===== src/rtl/output_vc_arbiter.sv =====
`default_nettype none
// ============================================================================
// Module      : output_vc_arbiter
// Description : Per-output-port scheduler. Arbitrates 4 requesters onto one
//               output buffer, using two virtual channels (even/odd) selected
//               by the polarity bit. Each VC keeps its own round-robin pointer
//               and a FREE/RESERVED/OCCUPIED occupancy tracker.
// Revision    : 1.0 - initial release
// ============================================================================
module output_vc_arbiter #(
    parameter int TIMEOUT = 8,
    parameter int TMR_W   = 4
) (
    input  logic       clk,
    input  logic       reset,
    input  logic       polarity,
    input  logic [3:0] req_even,
    input  logic [3:0] req_odd,
    input  logic       buf_full_even,
    input  logic       buf_full_odd,
    output logic [3:0] grant,
    output logic       grant_vc,
    output logic       grant_valid,
    output logic [1:0] vc_busy,
    output logic       timeout_err
);

    typedef enum logic [1:0] {
        ST_FREE     = 2'd0,
        ST_RESERVED = 2'd1,
        ST_OCCUPIED = 2'd2
    } vc_state_t;

    localparam logic [TMR_W-1:0] C_TMR_LAST = TMR_W'(TIMEOUT - 1);
    localparam logic [TMR_W-1:0] C_TMR_ONE  = TMR_W'(1);

    // Per-VC state, indexed by VC number (0 = even, 1 = odd)
    logic [1:0]       ptr_q   [2];
    logic [1:0]       ptr_d   [2];
    vc_state_t        state_q [2];
    vc_state_t        state_d [2];
    logic [TMR_W-1:0] timer_q [2];
    logic [TMR_W-1:0] timer_d [2];

    logic [3:0] grant_q,       grant_d;
    logic       grant_vc_q,    grant_vc_d;
    logic       grant_valid_q, grant_valid_d;
    logic [1:0] vc_busy_q,     vc_busy_d;
    logic       timeout_err_q, timeout_err_d;

    // Arbitration working signals for the VC selected by polarity
    logic [1:0] w_buf_full;
    logic [3:0] w_req;
    logic       w_eligible;
    logic [1:0] w_pick;
    logic       w_found;
    logic [1:0] w_idx;

    assign w_buf_full = {buf_full_odd, buf_full_even};

    // Round-robin pick for the VC whose turn it is this cycle
    always_comb begin
        w_req      = polarity ? req_odd : req_even;
        w_eligible = (w_req != 4'b0000) &&
                     (state_q[polarity] == ST_FREE) &&
                     !w_buf_full[polarity];
        w_found    = 1'b0;
        w_pick     = 2'd0;
        w_idx      = 2'd0;
        for (int i = 0; i < 4; i++) begin
            w_idx = ptr_q[polarity] + 2'(i);
            if (!w_found && w_req[w_idx]) begin
                w_found = 1'b1;
                w_pick  = w_idx;
            end
        end
    end

    // Grant outputs; grant_vc keeps the VC of the last real grant
    always_comb begin
        grant_d       = 4'b0000;
        grant_valid_d = 1'b0;
        grant_vc_d    = grant_vc_q;
        if (w_eligible) begin
            grant_d         = 4'b0000;
            grant_d[w_pick] = 1'b1;
            grant_valid_d   = 1'b1;
            grant_vc_d      = polarity;
        end
    end

    // Occupancy tracking for both VCs, independent of polarity
    always_comb begin
        timeout_err_d = timeout_err_q;
        for (int v = 0; v < 2; v++) begin
            ptr_d[v]   = ptr_q[v];
            state_d[v] = state_q[v];
            timer_d[v] = timer_q[v];
            case (state_q[v])
                ST_FREE: begin
                    if (w_eligible && (polarity == 1'(v))) begin
                        state_d[v] = ST_RESERVED;
                        timer_d[v] = '0;
                        ptr_d[v]   = w_pick + 2'd1;
                    end else if (w_buf_full[v]) begin
                        // Buffer filled without a grant of ours; track it anyway
                        state_d[v] = ST_OCCUPIED;
                    end
                end
                ST_RESERVED: begin
                    if (w_buf_full[v]) begin
                        state_d[v] = ST_OCCUPIED;
                        timer_d[v] = '0;
                    end else if (timer_q[v] == C_TMR_LAST) begin
                        state_d[v]    = ST_FREE;
                        timer_d[v]    = '0;
                        timeout_err_d = 1'b1;
                    end else begin
                        timer_d[v] = timer_q[v] + C_TMR_ONE;
                    end
                end
                ST_OCCUPIED: begin
                    if (!w_buf_full[v]) begin
                        state_d[v] = ST_FREE;
                    end
                end
                default: begin
                    state_d[v] = ST_FREE;
                    timer_d[v] = '0;
                end
            endcase
            vc_busy_d[v] = (state_d[v] != ST_FREE);
        end
    end

    // State registers with synchronous reset
    always_ff @(posedge clk) begin
        if (reset) begin
            grant_q       <= 4'b0000;
            grant_vc_q    <= 1'b0;
            grant_valid_q <= 1'b0;
            vc_busy_q     <= 2'b00;
            timeout_err_q <= 1'b0;
            for (int v = 0; v < 2; v++) begin
                ptr_q[v]   <= 2'd0;
                state_q[v] <= ST_FREE;
                timer_q[v] <= '0;
            end
        end else begin
            grant_q       <= grant_d;
            grant_vc_q    <= grant_vc_d;
            grant_valid_q <= grant_valid_d;
            vc_busy_q     <= vc_busy_d;
            timeout_err_q <= timeout_err_d;
            for (int v = 0; v < 2; v++) begin
                ptr_q[v]   <= ptr_d[v];
                state_q[v] <= state_d[v];
                timer_q[v] <= timer_d[v];
            end
        end
    end

    assign grant       = grant_q;
    assign grant_vc    = grant_vc_q;
    assign grant_valid = grant_valid_q;
    assign vc_busy     = vc_busy_q;
    assign timeout_err = timeout_err_q;

    // The buffer controller relies on at most one requester being granted
    a_grant_onehot0 : assert property (@(posedge clk) $onehot0(grant_q));

endmodule
`default_nettype wire

===== config.mk =====
export PLATFORM = sky130hd
export DESIGN_NAME = output_vc_arbiter
export DESIGN_NICKNAME = d
export VERILOG_FILES = /design/src/rtl/output_vc_arbiter.sv
export SDC_FILE = /design/constraint.sdc
export NUM_CORES = 1
export LEC_CHECK = 0
export BUFFER_PORTS_ARGS = -buffer_cell sky130_fd_sc_hd__buf_2
export CAP_MARGIN = 10
export CORE_UTILIZATION = 54
export DETAILED_ROUTE_END_ITERATION = 12
export PLACE_DENSITY = 0.77
export SYNTH_ARGS = -nofsm -noshare
export SYNTH_HDL_FRONTEND = slang
export SYNTH_SLANG_ARGS = --single-unit

===== constraint.sdc =====
create_clock -name clk -period 2.5 [get_ports clk]
set_input_delay 0.5 -clock clk [delete_from_list [all_inputs] [get_ports clk]]
set_output_delay 0.5 -clock clk [all_outputs]
set_load 0.02 [all_outputs]

==> impl_metrics.toml, run 1 <==
[status]
outcome = "complete, no violations"

[cts]
htree_levels = 1
clockBufferDepth = 2
cts_buffers = 3
cts_root_buffer = "clkbuf_4"
hold_buffers = 0
cts_tree = "built"
post-cts-setup-buffer-count = 0
cts-resized-gates = 0
clk_latency_ns = 0.32
clkTransAtPathRegs_ns = 0.13
clock_sinks = 25

[yosys]
async_flop_share_pct = 0
synthesis.area_um2 = 1280
muxShareOfSynthArea_pct = 0.784
ys_seq_area_share_pct = 42.4
synth-simple-area-share_pct = 25.4
synth_top_family_by_area = "simple AND/OR/NAND/NOR gates"
yosys-top-cells-area = "dfxtp_1, edfxtp_1, ha_1, a21oi_1, nor2_1"
yosys-top-cells-count = "dfxtp_1, nor2_1, a21oi_1"
synth_flop_cell = "dfxtp_1"
syn_avg_cell_area_um2 = 9.60
synthAdderAreaFrac_pct = 5.88
synth_fp_nets = 152
yosysTopAreaCellShare_pct = 32.9
synth_cells = 133
synth.largest_area_cell = "dfxtp_1"
synth_seq_cells = 25
synth_edf_count = 4
synth_cell_types = 47
synth_compound_area_share_pct = 22.6
ys_warn_count = 0
yosys.area_share.xor_xnor_pct = 0
yosysMostFrequentCell = "dfxtp_1"

[global_routing]
grt_max_degree = 18
overflow = 0
grt.total_usage_pct = 23.3
grt_first_pass_wirelength_um = 4340
first_global_vias = 1021
antenna_found_initial = 0

[timing]
setup_violations = 0
fmax_mhz = 527
tns_ns = 0
finalHoldViolCount = 0
period_share_pct = 75.9
slew_violations = 0
fin_skew_ns = 0.00576
rsz0062_at_grt = "no"
fin_hold_ws_ns = 0.431
relSlewSlack_pct = 69.7
fin_crit_ns = 1.90
tightest_slew_ns = 0.452

[pwr]
leakagePower_uw = 0.000603
internal_power_uw = 536
p_switching_uw = 200
pwr-share-clk_pct = 24.4
vdd_drop_max_mv = 0.382
p_seq_share_pct = 59.6
p_comb_share_pct = 15.9
power_density_nw_per_um2 = 515
netSwitchingFraction_pct = 27.2

[floorplan]
die_h_um = 50.6
rows = 17
die_w_um = 50.6
core-area_um2 = 2210
pin_count = 22
initial_utilization_pct = 57.7
dieArea_um2 = 2560

[finish]
fin_cells = 183
nets = 175
drive_above_1_share_pct = 23.9
finalInstanceArea_um2 = 1430
syn2layout_area_growth_pct = 12.2
diodes = 0

[setup_path]
path_max_fanout = 3
endpoint_kind = "flop"
crit_path_max_incr_delay_ns = 0.43
path_cells = "nor3b_1, nor3_1, o221ai_1, o31ai_1, ha_1, and2_1"
crit_arrival_ns = 1.98
start_kind = "flop"
cp.required_ns = 2.58
r2r-start = "ptr_q[0][0]"
cp_slowest_cell = "edfxtp_1"
criticalPathCategory = "flop to flop"
r2r_slack_ns = 0.60
timing.rr.end = "ptr_q[0][1]"
rr_worst_depth = 6

[routing]
vias = 1087
ant_nets = 0
routedWlPerCell_um = 14.2
drcViolationCount = 0
routed_wl_um = 2590
drt_first_pass_iters = 5
drt_iter0_drc = 15
viasPerCell = 5.94

[placement]
place_area_um2 = 1410
dpl.hpwl_um = 2010
io_buffers = 21
dp_cells = 179
gp_congestion = 0.906

[hold_path]
min_from = "buf_full_even"
hold_path.class = "input pin to flop"
hold_depth = 2
min_to = "state_q[0][1]"

[run]
cap_violations = 0
[critical path, delay by kind of cell, from the launching register on]
| family | cells | cell delay [ns] |
|---|---|---|
| compound gates | 2 | 0.38 |
| fa+ha+maj | 1 | 0.29 |
| flops | 1 | 0.43 |
| simple gates | 3 | 0.57 |
[metrics by stage]
step / setup WS [ns] / utilization [%] / total power (uW)
after floorplan: 0.419 / - / 524
after global placement: 0.360 / 63.5 / 560
after detailed placement: 0.295 / 63.5 / 565
after CTS: 0.596 / 64.7 / 740
after global routing: 0.418 / 64.7 / 770
final: 0.603 / 64.7 / 736
[state kept, by name, indices dropped and copies added, names as in the netlist]
signal / flops
timer_q: 8
grant: 4
ptr_q: 4
state_q: 4
vc_busy: 2
grant_valid: 1
grant_vc: 1
timeout_err: 1
[kinds of logic after synthesis]
| group | count (synthesis) |
|---|---|
| AND/OR/NAND/NOR | 50 |
| AO/OA/AOI/OAI | 41 |
| flip-flops | 25 |
| buffers and inverters | 10 |
| adder cells (fa/ha/maj) | 6 |
| multiplexers | 1 |
[layout make-up]
cell class | count | area, um^2
clock buffer | 4 | 26.3
fill | 196 | 781
inverter | 7 | 26.3
multi-input combinational | 98 | 698
sequential | 25 | 541
tap | 28 | 35.0
timing repair buffer | 21 | 105
[layout by cell type (no fill, tap or decap), types with 3 or more instances in the layout]
cell type,synthesis,routed
a211oi_1,3,3
a21oi_1,11,11
and2_1,7,7
buf_2,0,21
clkbuf_4,0,3
dfxtp_1,21,21
edfxtp_1,4,4
ha_1,6,6
inv_1,5,5
nand2_1,4,4
nand3_1,3,3
nor2_1,12,12
nor3_1,5,5
o21ai_0,6,6
[power groups by stage]
| stage | clock network, uW | logic, uW | registers [uW] |
|---|---|---|---|
| 3_3_place_gp | 0 | 114 | 447 |
| 3_5_place_dp | 0 | 117 | 448 |
| 6_report | 180 | 117 | 439 |
| 4_1_cts | 183 | 118 | 439 |
| 5_1_grt | 197 | 132 | 441 |
| 2_1_floorplan | 0 | 70.8 | 454 |
[layer usage]
metal | part of all wire (%) | global-route usage, %
met1 | 46 | 28.4
met4 | 2.0 | 13.4
met5 | 0 | 0
met3 | 3.7 | 3.94
met2 | 49 | 38.2
[worst max path at each step]
stage	start	slack, ns	endpoint
final	ptr_q[0][0]	0.60	ptr_q[0][1]
after global routing	ptr_q[0][0]	0.42	ptr_q[1][1]
after CTS	ptr_q[0][0]	0.60	ptr_q[0][1]
after detailed placement	polarity	0.30	ptr_q[1][1]
after global placement	polarity	0.36	ptr_q[1][1]
after floorplan	polarity	0.42	ptr_q[0][1]
Note: power is estimated with default switching activity, not from simulation.
==> run 2, diff against run 1 <==
--- a/config.mk
+++ b/config.mk
@@ -5,11 +5,12 @@
 export SDC_FILE = /design/constraint.sdc
 export NUM_CORES = 1
 export LEC_CHECK = 0
+export ABC_AREA = 1
 export BUFFER_PORTS_ARGS = -buffer_cell sky130_fd_sc_hd__buf_2
 export CAP_MARGIN = 10
-export CORE_UTILIZATION = 54
+export CORE_UTILIZATION = 56
 export DETAILED_ROUTE_END_ITERATION = 12
-export PLACE_DENSITY = 0.77
+export PLACE_DENSITY = 0.78
 export SYNTH_ARGS = -nofsm -noshare
 export SYNTH_HDL_FRONTEND = slang
 export SYNTH_SLANG_ARGS = --single-unit
==> constraint.sdc (replaced) <==
create_clock -name clk -period 1.9 [get_ports clk]
set_input_delay 0.38 -clock clk [delete_from_list [all_inputs] [get_ports clk]]
set_output_delay 0.38 -clock clk [all_outputs]
set_load 0.02 [all_outputs]
==> run 2 against run 1 <==
  * The flow now finishes with violations (setup timing)
  * Largest power group is now combinational cells
  * Final cell count up 66%
  * Clock power up 26%
  * Synthesized cell count rose by 75%
  * Highest routed layer unchanged
  * Power increased by 88%
  * Final area increased by 42%
  * Non-clock buffer count is 20 higher
  * Hold slack got worse by 0.096 ns
  * Register-to-register slack worse by 0.67 ns
  * Die area up 14%
  * First-iteration DRC count rose to 3.1 times the previous value
  * Clock skew decreased by 0.0040 ns
==> impl_metrics.toml, run 2 <==
[routing]
routed_wl_um = 3520
routedWlPerCell_um = 11.6
vias = 1535
drt_first_pass_iters = 4
drt_iter0_drc = 47
ant_nets = 0
drcViolationCount = 0
viasPerCell = 5.05

[hold_path]
hold_path.class = "input pin to flop"
min_from = "buf_full_odd"
min_to = "state_q[1][1]"
hold_depth = 3

[yosys]
synth_edf_count = 4
syn_avg_cell_area_um2 = 6.52
ys_warn_count = 0
yosysMostFrequentCell = "nand2_1"
async_flop_share_pct = 0
yosys-top-cells-count = "nand2_1, inv_1, dfxtp_1"
synth_fp_nets = 252
ys_seq_area_share_pct = 35.6
synth_flop_cell = "dfxtp_1"
synthesis.area_um2 = 1520
yosys-top-cells-area = "dfxtp_1, nand2_1, edfxtp_1, inv_1, nand3_1"
synth.largest_area_cell = "dfxtp_1"
synth_cell_types = 22
yosysTopAreaCellShare_pct = 27.7
synth_seq_cells = 25
synth_cells = 233

[finish]
drive_above_1_share_pct = 36.5
layout_commonest_cell = "nand2_1"
diodes = 0
syn2layout_area_growth_pct = 34.0
layout_common_cells = "nand2_1, inv_1, nand2_2"
nets = 294
nFillCells = 187
largest_reg_flops = 8
largest_register = "timer_q"

[floorplan]
die_w_um = 54.1
die_h_um = 54.1
core-area_um2 = 2520
initial_utilization_pct = 60.3
dieArea_um2 = 2930
rows = 18
pin_count = 22

[pwr]
finalPower_uw = 1390
leakagePower_uw = 0.00108
power_density_nw_per_um2 = 681
vdd_drop_max_mv = 0.711

[setup_path]
crit_path_max_incr_delay_ns = 0.37
r2r-start = "ptr_q[1][0]"
cpMostUsedCell = "nand2_4"
cp.required_ns = 1.98
timing.rr.end = "ptr_q[0][1]"
start_kind = "flop"
critPathTopFamily = "simple AND/OR/NAND/NOR gates"
crit_arrival_ns = 2.05
cp_slowest_cell = "edfxtp_1"
worst-path-buf-inv = 4
path_max_fanout = 5
rr_worst_depth = 16
endpoint_kind = "flop"
path_cells = "inv_1, nand2_2, nand2_4, buf_12, nand2_4, nand2_4, nand2_4, nand2_4, nor2_4, nand3_2, nand3_2, nand2_2, inv_2, ha_4, inv_4, nor2_4"
r2r_slack_ns = -0.07
criticalPathCategory = "flop to flop"

[timing]
fin_crit_ns = 1.97
slew_violations = 0
tightest_slew_ns = 0.363
fin_skew_ns = 0.00178
setup_violations = 6
tns_ns = -0.285
fmax_mhz = 507
relSlewSlack_pct = 75.6
finalHoldViolCount = 0
period_share_pct = 104
fin_hold_ws_ns = 0.335
rsz0062_at_grt = "yes"
fin_ws_ns = -0.0717

[global_routing]
grt.total_usage_pct = 25.0
first_global_vias = 1377
antenna_found_initial = 0
overflow = 0
grt_max_degree = 15
grt_first_pass_wirelength_um = 5360

[cts]
htree_levels = 1
clock_sinks = 25
cts_buffers = 3
clkTransAtPathRegs_ns = 0.12
hold_buffers = 0
clk_latency_ns = 0.31
clockBufferDepth = 2
cts_root_buffer = "clkbuf_4"
cts_tree = "built"

[status]
outcome = "finished, violations left"
violations = "setup timing"

[run]
cap_violations = 0

[placement]
io_buffers = 21
dpl.hpwl_um = 2280
gp_congestion = 0.805
==> run 2: worst min-delay path, cell delays in order <==
cell	delay, ns
buf_2	0.12
nand2_1	0.08
nor2_1	0.04
==> run 2: worst max-delay path by stage <==
stage,from,to,slack (ns),cells past startpoint
6_report,ptr_q[1][0],ptr_q[0][1],-0.07,16
5_1_grt,ptr_q[1][0],grant[2],-0.15,17
4_1_cts,ptr_q[0][0],grant[0],0.0004,16
3_5_place_dp,polarity,ptr_q[0][1],-0.30,15
3_3_place_gp,polarity,ptr_q[0][1],-0.24,15
2_1_floorplan,polarity,ptr_q[0][1],0.02,14
==> run 2: report_power, final <==
group	switching, uW	internal, uW	leakage, uW	total, uW
clock network	145	81.9	0.0000150	226
registers	12.3	567	0.000213	579
logic	336	246	0.000852	582
total	493	895	0.00108	1390
==> run 2: area by class of cell <==
cell class | count | area [um^2] | share of cell area (%)
flip-flops and latches | 25 | 541 | 26.5
multi-input cells | 170 | 1010 | 49.4
clock buffers | 4 | 26.3 | 1.29
well taps | 30 | 37.5 | 1.84
inverters | 34 | 130 | 6.39
repair buffers | 41 | 295 | 14.5
==> run 2: per-layer routing <==
layer	track usage, %	share of wire (%)	up-vias
met2	47.5	51	29
met5	0	0	-
met3	4.80	3.6	7
li1	-	-	810
met1	27.7	44	689
met4	6.84	1.2	0
==> run 2: kinds of logic after synthesis <==
group	Yosys count	synth area share, %
xor gates and xnor gates	3	1.73
AOI/OAI and AO/OA	17	5.93
DFF	25	35.6
and+or+nand+nor	144	41.2
adders and majority gates	6	4.94
buffers and inverters	38	10.6
==> run 2: timing repair <==
item | 4_1_cts | 5_1_grt
endpoints found under the setup margin | 4 | 7
pin swaps | 9 | 18
endpoints found under the hold margin | 0 | 0
setup buffers | 3 | 3
cloned | 1 | 0
gates resized for setup | 28 | 27
==> run 2: metrics by stage <==
stage / util [%] / instance area [um^2] / setup WS [ns] / cells
final: 80.8 / 2040 / -0.0717 / 304
after CTS: 76.3 / 1920 / 0.000373 / 302
after floorplan: - / 1520 / 0.0187 / 233
after global placement: 69.2 / 1750 / -0.242 / 294
after global routing: 80.8 / 2040 / -0.149 / 304
after detailed placement: 69.2 / 1750 / -0.299 / 294
